File: src/rtl/jtag_pkg.sv
// -----------------------------------------------------------------------------
// jtag_pkg
// Shared types and constants for the host-side JTAG scan engine.
//   scan_state_e : scan FSM states
//   HDR_DR/HDR_IR: TMS header patterns from Run-Test/Idle to Shift-DR/Shift-IR,
//                  shifted LSB first
//   TAP_RST_BITS : bits in the TAP reset sequence (5x TMS=1, then TMS=0)
//   TAIL_BITS    : bits from Exit1 back to Run-Test/Idle (Update, Idle)
// -----------------------------------------------------------------------------
package jtag_pkg;

  typedef enum logic [2:0] {
    TAP_RST,
    IDLE,
    HDR,
    SHIFT,
    TAIL,
    RESP
  } scan_state_e;

  localparam logic [2:0] HDR_DR       = 3'b001;
  localparam logic [3:0] HDR_IR       = 4'b0011;
  localparam int         TAP_RST_BITS = 6;
  localparam int         TAIL_BITS    = 2;

  // Number of header bits for an IR or DR scan.
  function automatic logic [5:0] hdr_bits(input logic ir);
    return ir ? 6'd4 : 6'd3;
  endfunction

  // TMS value of header bit idx.
  function automatic logic hdr_tms(input logic ir, input logic [5:0] idx);
    logic [3:0] pat;
    pat = ir ? HDR_IR : {1'b0, HDR_DR};
    return pat[idx[1:0]];
  endfunction

endpackage

File: src/rtl/jtag_tck_gen.sv
// -----------------------------------------------------------------------------
// jtag_tck_gen
// TCK divider: while enabled, issues a tick every CLK_DIV clk cycles and each
// tick toggles TCK. The tick that drives TCK 0->1 is flagged on rise_tick, the
// one that drives TCK 1->0 on fall_tick; both are valid in the cycle before the
// edge that moves TCK. When disabled the counter is held at zero and TCK keeps
// its value (the caller only disables it after a falling edge, so TCK idles low).
// Ports:
//   clk, sys_rst   : clock, synchronous active-high reset
//   en             : run the divider
//   tck            : registered JTAG clock
//   rise_tick      : the next clk edge drives TCK 0->1
//   fall_tick      : the next clk edge drives TCK 1->0
// -----------------------------------------------------------------------------
module jtag_tck_gen #(
  parameter int CLK_DIV = 2
) (
  input  logic clk,
  input  logic sys_rst,
  input  logic en,
  output logic tck,
  output logic rise_tick,
  output logic fall_tick
);

  localparam int CW = (CLK_DIV > 1) ? $clog2(CLK_DIV) : 1;

  logic [CW-1:0] cnt_q, cnt_d;
  logic          tck_q, tck_d;
  logic          tick;

  assign tick      = en && (cnt_q == CW'(CLK_DIV - 1));
  assign rise_tick = tick & ~tck_q;
  assign fall_tick = tick &  tck_q;
  assign tck       = tck_q;

  always_comb begin
    // NOTE: every always_comb output gets a default first so no path can leave
    // it unassigned, which is what would otherwise infer a latch.
    cnt_d = cnt_q;
    tck_d = tck_q;
    if (!en) begin
      cnt_d = '0;
    end else if (tick) begin
      cnt_d = '0;
      tck_d = ~tck_q;
    end else begin
      cnt_d = cnt_q + 1'b1;
    end
  end

  // NOTE: sequential state uses non-blocking assignments so every flop samples
  // pre-edge values regardless of process ordering in simulation.
  always_ff @(posedge clk) begin
    if (sys_rst) begin
      cnt_q <= '0;
      tck_q <= 1'b0;
    end else begin
      cnt_q <= cnt_d;
      tck_q <= tck_d;
    end
  end

endmodule

File: src/rtl/jtag_host_scan.sv
// -----------------------------------------------------------------------------
// jtag_host_scan
// Host-side JTAG scan engine. Takes IR/DR scan commands on a valid/ready
// channel, drives the TAP pins so that every scan starts and ends in
// Run-Test/Idle, and returns the captured TDO bits on a valid/ready response
// channel. A zero-length command re-runs the TAP reset sequence instead.
// Ports:
//   clk, sys_rst          : clock, synchronous active-high reset
//   cmd_valid/cmd_ready   : command handshake (one command outstanding)
//   cmd_ir                : 1 = IR scan, 0 = DR scan
//   cmd_len               : bits to shift; 0 = TAP reset; >MAX_LEN clamped
//   cmd_data              : TDI bits, LSB first
//   rsp_valid/rsp_ready   : response handshake
//   rsp_data              : captured TDO bits, bit i = i-th shifted bit
//   TCK/TMS/TDI/TDO       : JTAG pins
//   jtag_rst_n            : target TAP reset, registered ~sys_rst
// -----------------------------------------------------------------------------
module jtag_host_scan
  import jtag_pkg::*;
#(
  parameter int CLK_DIV = 2,
  parameter int MAX_LEN = 32
) (
  input  logic               clk,
  input  logic               sys_rst,
  input  logic               cmd_valid,
  output logic               cmd_ready,
  input  logic               cmd_ir,
  input  logic [5:0]         cmd_len,
  input  logic [MAX_LEN-1:0] cmd_data,
  output logic               rsp_valid,
  input  logic               rsp_ready,
  output logic [MAX_LEN-1:0] rsp_data,
  output logic               TCK,
  output logic               TMS,
  output logic               TDI,
  input  logic               TDO,
  output logic               jtag_rst_n
);

  localparam int         IDXW     = $clog2(MAX_LEN);
  localparam logic [5:0] MAX_LEN6 = 6'(MAX_LEN);

  scan_state_e        state_q, state_d;
  logic [5:0]         bit_q, bit_d;
  logic [5:0]         len_q, len_d;
  logic               ir_q, ir_d;
  logic               cmd_rst_q, cmd_rst_d;
  logic               tms_q, tms_d;
  logic               tdi_q, tdi_d;
  logic [MAX_LEN-1:0] data_q, data_d;
  logic [MAX_LEN-1:0] cap_q, cap_d;
  logic [MAX_LEN-1:0] rsp_data_q, rsp_data_d;
  logic               jtag_rst_n_q;

  logic               tck_en;
  logic               rise_tick, fall_tick;
  logic [5:0]         cmd_len_eff;

  // The divider only runs while the TAP pins are in motion.
  assign tck_en = (state_q != IDLE) && (state_q != RESP);

  jtag_tck_gen #(
    .CLK_DIV (CLK_DIV)
  ) u_tck_gen (
    .clk       (clk),
    .sys_rst   (sys_rst),
    .en        (tck_en),
    .tck       (TCK),
    .rise_tick (rise_tick),
    .fall_tick (fall_tick)
  );

  assign cmd_len_eff = (cmd_len > MAX_LEN6) ? MAX_LEN6 : cmd_len;

  assign cmd_ready  = (state_q == IDLE);
  assign rsp_valid  = (state_q == RESP);
  assign rsp_data   = rsp_data_q;
  assign TMS        = tms_q;
  assign TDI        = tdi_q;
  assign jtag_rst_n = jtag_rst_n_q;

  // TMS/TDI for the next bit are loaded on the falling-TCK tick that ends the
  // current bit, so the pins are stable across the following rising edge.
  always_comb begin
    state_d    = state_q;
    bit_d      = bit_q;
    len_d      = len_q;
    ir_d       = ir_q;
    cmd_rst_d  = cmd_rst_q;
    tms_d      = tms_q;
    tdi_d      = tdi_q;
    data_d     = data_q;
    cap_d      = cap_q;
    rsp_data_d = rsp_data_q;

    unique case (state_q)
      TAP_RST: begin
        if (fall_tick) begin
          if (bit_q == 6'(TAP_RST_BITS - 1)) begin
            // Only a commanded TAP reset produces a response.
            state_d    = cmd_rst_q ? RESP : IDLE;
            rsp_data_d = cmd_rst_q ? cap_q : rsp_data_q;
            bit_d      = '0;
            tms_d      = 1'b0;
          end else begin
            bit_d = bit_q + 6'd1;
            tms_d = (bit_q + 6'd2 != 6'(TAP_RST_BITS));
          end
        end
      end

      IDLE: begin
        if (cmd_valid) begin
          ir_d      = cmd_ir;
          len_d     = cmd_len_eff;
          data_d    = cmd_data;
          cap_d     = '0;
          bit_d     = '0;
          tdi_d     = 1'b0;
          tms_d     = 1'b1;
          cmd_rst_d = (cmd_len_eff == 6'd0);
          state_d   = (cmd_len_eff == 6'd0) ? TAP_RST : HDR;
        end
      end

      HDR: begin
        if (fall_tick) begin
          if (bit_q == hdr_bits(ir_q) - 6'd1) begin
            state_d = SHIFT;
            bit_d   = '0;
            tms_d   = (len_q == 6'd1);
            tdi_d   = data_q[0];
          end else begin
            bit_d = bit_q + 6'd1;
            tms_d = hdr_tms(ir_q, bit_q + 6'd1);
          end
        end
      end

      SHIFT: begin
        if (rise_tick) begin
          cap_d[bit_q[IDXW-1:0]] = TDO;
        end
        if (fall_tick) begin
          if (bit_q == len_q - 6'd1) begin
            state_d = TAIL;
            bit_d   = '0;
            tms_d   = 1'b1;
            tdi_d   = 1'b0;
          end else begin
            bit_d  = bit_q + 6'd1;
            // TMS rises on the last bit so its rising edge leaves for Exit1.
            tms_d  = (bit_q + 6'd2 == len_q);
            tdi_d  = data_q[1];
            data_d = data_q >> 1;
          end
        end
      end

      TAIL: begin
        if (fall_tick) begin
          tms_d = 1'b0;
          if (bit_q == 6'(TAIL_BITS - 1)) begin
            state_d    = RESP;
            bit_d      = '0;
            rsp_data_d = cap_q;
          end else begin
            bit_d = bit_q + 6'd1;
          end
        end
      end

      RESP: begin
        if (rsp_ready) begin
          state_d = IDLE;
        end
      end

      default: begin
        state_d = TAP_RST;
      end
    endcase
  end

  always_ff @(posedge clk) begin
    if (sys_rst) begin
      state_q      <= TAP_RST;
      bit_q        <= '0;
      len_q        <= '0;
      ir_q         <= 1'b0;
      cmd_rst_q    <= 1'b0;
      tms_q        <= 1'b1;
      tdi_q        <= 1'b0;
      data_q       <= '0;
      cap_q        <= '0;
      rsp_data_q   <= '0;
      jtag_rst_n_q <= 1'b0;
    end else begin
      state_q      <= state_d;
      bit_q        <= bit_d;
      len_q        <= len_d;
      ir_q         <= ir_d;
      cmd_rst_q    <= cmd_rst_d;
      tms_q        <= tms_d;
      tdi_q        <= tdi_d;
      data_q       <= data_d;
      cap_q        <= cap_d;
      rsp_data_q   <= rsp_data_d;
      jtag_rst_n_q <= 1'b1;
    end
  end

endmodule

File: config.mk
export PLATFORM = sky130hd
export DESIGN_NAME = jtag_host_scan
export DESIGN_NICKNAME = d
export VERILOG_FILES = /design/src/rtl/jtag_pkg.sv /design/src/rtl/jtag_tck_gen.sv /design/src/rtl/jtag_host_scan.sv
export SDC_FILE = /design/constraint.sdc
export NUM_CORES = 1
export LEC_CHECK = 0
export CAP_MARGIN = 40
export CORE_MARGIN = 1.5
export CORE_UTILIZATION = 49
export CTS_CLUSTER_DIAMETER = 150
export DETAILED_ROUTE_END_ITERATION = 8
export GPL_TIMING_DRIVEN = 0
export PLACE_DENSITY = 0.76
export RECOVER_POWER = 25
export SLEW_MARGIN = 10
export SYNTH_ARGS = -nofsm -noshare
export SYNTH_HDL_FRONTEND = slang
export SYNTH_SLANG_ARGS = --single-unit
File: constraint.sdc
create_clock -name clk -period 2 [get_ports clk]
set_input_delay 0.2 -clock clk [delete_from_list [all_inputs] [get_ports clk]]
set_output_delay 0.2 -clock clk [all_outputs]
set_load 0.02 [all_outputs]
Word-level counts from Yosys, hierarchy flattened
Index checks and enable logic that the tools add are counted.

Add/sub/neg operators: 5. Magnitude comparators: 4. Equality and inequality tests: 27. Bitwise logic cells: 4. Muxes and demuxes: 60. Reductions and logical operators: 18.

Operators by type and width (number): $mux 32 (10); $pmux 32 s2 (3); $mux 6 (10); $mux 3 (12); $bwmux 32 (1); $pmux 6 s5 (1); $ne 2x2->1 const B (12); $eq 6x6->1 (3); $pmux 3 s6 (1); $mux 1 (16); $eq 6x1->1 const B (2); $reduce_and 6->1 (2); $reduce_and 10->1 (1); $add 6x1->6 const B (1); $add 6x2->6 const B (1); $eq 3x2->1 const B (2); $eq 3x3->1 const B (2); $eq 6x3->1 const B (1); $gt 6x6->1 const B (1); $logic_not 6->1 (1); $lt 5x6->1 const B (1); $ne 6x3->1 const B (1); $sub 6x1->6 const B (1); $demux 1 s5 (1); other kinds (24) (31).

Register bits after elaboration: 118. Output and inout port bits: 38.

Longest topological paths before layout
Word-level depth: 7. Gate-level depth with buffers: 9. Depth with buffers taken out: 8.

Cells and area by module
A second synthesis with hierarchy kept.

Cell total of the unflattened synthesis: 733. Area total of the unflattened synthesis: 6165.9 µm².

By module, submodules not included: jtag_host_scan (area an instance 6075.8 µm², instances 1, sequential area each 2322.2 µm², cells an instance 724); jtag_tck_gen (area an instance 90.1 µm², instances 1, sequential area each 40.0 µm², cells an instance 9).

Least setup slack after synthesis
OpenSTA, ideal clock, no wires.

Path kind: reg-to-reg. From: register bit_q[0]. To: register bit_q[2]. Arrival: 1930 ps. Clock period less this slack: 2052 ps. Setup time: 122 ps. Setup slack: -52 ps. Cell stages (with the launch flop): 8. Path through: dfxtp_1 inv_1 ha_1 nor4b_4 nand2_1 a22oi_1 a211oi_2 a221o_1.

Longest elaborated chain between the ends: 4. Elaborated cells on any way between the ends: 14. Classes of those cells: add/sub (1); eq/ne (4); mux (9).

Ends and longest elaborated chain: start: declaration (RTL line jtag_host_scan.sv:45) `logic [5:0] bit_q, bit_d;`; start signal: assignment (RTL line jtag_host_scan.sv:201) `bit_q <= bit_d;`; $add 6x1->6 (tied with other cells); $mux 6, on equally long branches (2 in a row); $pmux 6 s5 * (RTL line jtag_host_scan.sv:97) `unique case (state_q)`.

Mark *: on every way between the ends. The rest lies on a longest branch, timed or not. The select of a mux whose other input is x is not followed. A chain may end at the register's enable or synchronous reset.

Worst setup path after layout
From: register len_q[1]. To: register data_q[10].

Longest elaborated chain between the ends: 4.

Ends and longest elaborated chain: start: declaration (RTL line jtag_host_scan.sv:46) `logic [5:0] len_q, len_d;`; start signal: assignment (RTL line jtag_host_scan.sv:202) `len_q <= len_d;`; $sub 6x1->6 (RTL line jtag_host_scan.sv:146) `if (bit_q == len_q - 6'd1) begin`; $eq 6x6->1 (RTL line jtag_host_scan.sv:146); $ne 2x2->1 (no line); $reduce_and 4->1 (no line); end signal: assignment (RTL line jtag_host_scan.sv:207) `data_q <= data_d;`; end: declaration (RTL line jtag_host_scan.sv:51) `logic [MAX_LEN-1:0] data_q, data_d;`.

No other way between the ends.

==> out/qor.csv <==
stage,metric,value,unit
run_status,outcome,finished with violations,
run_status,violations,negative setup slack,
worst_setup_path,max_stage_delay,360,ps
cells_and_area,syn_to_final_growth,40.5,%
yosys,synth_common_cells,"nand2_1, dfxtp_1, a21oi_1",
yosys,synth.area.mux_share,0.748,%
placed_design,dp_hpwl,10.7,mm
sta,fin_crit_sh,105,%
yosys,synth_edf_count,0,
yosys,yosysUniqueCellTypes,63,
yosys,synth_adder_area_share,1.81,%
yosys,ys_ff_latch,118,
cells_and_area,finalInstanceArea,7750,sq um
yosys,syn_nets,754,
yosys,synth-compound-area-share,26.9,%
pwr,peakVddDrop,0.000647,V
yosys,synth_top_area_share,42.8,%
pwr,comb_power_share,4.4,%
sta,whs,267,ps
sta,rsz0062_at_grt,yes,
global_route,grt-ovfl-total,0,
worst_setup_path,start_kind,flip-flop,
pwr,power_density,745,nW/um^2
global_route,grt_max_degree,17,
clocking,h-tree-depth,4,
route,antenna_left,0,
yosys,synth_warnings,0,
pwr,p_leak,0.00278,uW
pwr,p_seq_share,41.0,%
pwr,clock_power_share,54.6,%
yosys,syn-instance-count,702,
global_route,antenna_found_initial,0,
yosys,async_flop_share,0,%
route,drt-initial-drc-count,438,
yosys,synth_area_leaders,"dfxtp_1, nand2_1, a21oi_1",
sta,fmax,477,MHz
clocking,clock_sink_count,118,
cells_and_area,n_fill_cell,817,
sta,finalHoldViolCount,0,
worst_setup_path,worst_ep_required_time,2410,ps
sta,finClkSkew,9.76,ps
min_path,hold_class,in -> reg,
worst_setup_path,crit_chain,"inv_4, ha_4, xnor2_2, a211oi_2, o2111ai_4, o21ba_4, buf_6, a22oi_2, o22ai_1",
placed_design,portBuffers,80,
clocking,clkTransAtPathRegs,60,ps
worst_setup_path,crit_slowest_cell,dfxtp_4,
global_route,grt.total_usage,27.9,%
worst_setup_path,end_kind,flip-flop,
sta,setup_ws,-98.0,ps
floorplan,pin_count,82,
sta,max-slew-margin-rel,57.3,%
yosys,synth_xor_area_share,2.70,%
sta,period_minus_slack,2100,ps
yosys,yosysMostFrequentCell,nand2_1,
route,wl,16.4,mm
clocking,holdBufCountCts,0,
worst_setup_path,critical_path_peak_fanout,8,
pwr,power.share.switching,20.8,%
floorplan,rows,38,
floorplan,die-area,11900,sq um
yosys,synth-simple-area-share,19.5,%
route,first_pass_iters,5,
yosys,ys_seq_area_share,42.8,%
route,vias,5614,
placed_design,placed_cell_area,6520,sq um
clocking,cts_root_buf,clkbuf_8,
cells_and_area,diodes,0,
clocking,numCtsBuffers,17,
cells_and_area,fin_nets,870,
cells_and_area,layout-drive-gt1-share,21.1,%
pwr,power,5770,uW
worst_setup_path,crit_type,reg -> reg,
clocking,tritoncts,yes,
yosys,synth_top_family_by_area,compound AO/OA/AOI/OAI gates,
placed_design,place.gp.congestion,0.924,
floorplan,initial_core_util,50.7,%
clocking,clk_latency,550,ps
pwr,p_sw,1200,uW
sta,setup_viol,37,
worst_setup_path,worstPathArrival,2510,ps
placed_design,post-place-ws,-330,ps
cells_and_area,final_util,71.2,%
floorplan,die_h,109,microns
clocking,clockBufferDepth,2,
sta,worstMarginPinSlew,641,ps
global_route,grt_pass1_vias,5412,
sta,slew_violations,0,
global_route,grt_pass1_wl,25.6,mm
flow_run,cap_violations,0,
pwr,p_int,4570,uW
yosys,avgSynthCellArea,7.86,sq um
floorplan,fp.dieW,109,microns
route,routedWlPerCell,16.8,microns
yosys,synth_ff_type,dfxtp_1,
yosys,synth_area,5520,sq um
route,drc,0,
route,via_per_inst,5.78,
floorplan,core,10900,sq um
yosys,yosys.area.top_type,dfxtp_1,
-- power groups by stage --
stage	Clock, uW	Sequential, uW	Combinational (uW)
after floorplan	0	2420	89.0
after global placement	0	2420	224
after detailed placement	0	2420	225
after CTS	3160	2370	242
after global routing	3280	2370	266
final	3150	2370	252
-- kinds of logic after synthesis --
family          count (synthesis)
flops                         118
fa+ha+maj                       8
mux                             4
xor+xnor                       17
simple gates                  238
compound gates                245
buf+inv                        72
-- metrics by stage --
stage | instances | setup TNS (ps)
2_1_floorplan | 702 | 0
3_5_place_dp | 922 | -24800
5_1_grt | 971 | -3660
3_3_place_gp | 922 | -16190
6_report | 971 | -1110
4_1_cts | 963 | -6630
-- layout by cell type, fill, tap and decap left out, types with 6 or more instances in the layout --
cell type and instances:
clkbuf_2 10, clkbuf_8 7, buf_2 9, nand3b_1 6, buf_4 23, dlygate4sd3_1 25
dfxtp_1 107, clkbuf_1 26, o21ai_0 32, buf_6 9, o21ai_1 6, dfxtp_2 6
nor2_1 21, and2_1 8, nand2_1 157, o22ai_1 32, xnor2_1 10, clkdlybuf4s50_1 53
clkbuf_16 16, a22oi_2 32, a21oi_1 111
-- layout make-up --
type                       instances  area (sq um)  area share, %
multi-input combinational        512          3230           41.7
sequential                       118          2390           30.8
timing repair buffer              99           960           12.4
clock buffer                      25           504           6.51
buffer                            60           332           4.28
tap                              140           175           2.26
clock inverter                     7           115           1.49
inverter                          10          45.0          0.581
-- layer usage --
layer  GRT usage, %  vias to the layer above  wire length, microns
li1               -                     2694                     -
met1           32.1                     2639                  6580
met2           48.3                      236                  8130
met3           7.35                       45                  1180
met4           12.5                        0                   458
met5              0                        -                     0
-- repair_timing --
action,in CTS,in global routing
setup endpoints to repair,107,117
gates resized for setup,92,47
buffers inserted,8,8
pin swaps,23,20
gates cloned,3,0
-- state kept, by name, summed over array words and instances, names as in the netlist --
signal           cells
cap_q               32
data_q              32
rsp_data            32
bit_q                6
len_q                6
state_q              3
TDI                  1
TMS                  1
cmd_rst_q            1
ir_q                 1
jtag_rst_n           1
u_tck_gen.cnt_q      1
u_tck_gen.tck        1
-- final timing paths --
| path | startpoint | to | slack [ps] | cells past startpoint |
|---|---|---|---|---|
| hold / removal | cmd_ir | ir_q | 270 | 3 |
| setup reg to reg | len_q[1] | data_q[10] | -100 | 9 |
| setup / recovery | len_q[1] | data_q[10] | -100 | 9 |
| hold reg to reg | rsp_data[15] | rsp_data[15] | 450 | 2 |
-- critical path: cells and delay by family (launching register included) --
kind / cells / cell delay, ps
adders and majority gates: 1 / 250
xor gates and xnor gates: 1 / 130
AOI/OAI and AO/OA: 5 / 1040
DFF: 1 / 360
buffers and inverters: 2 / 200
(Power assumes the default switching activity.)
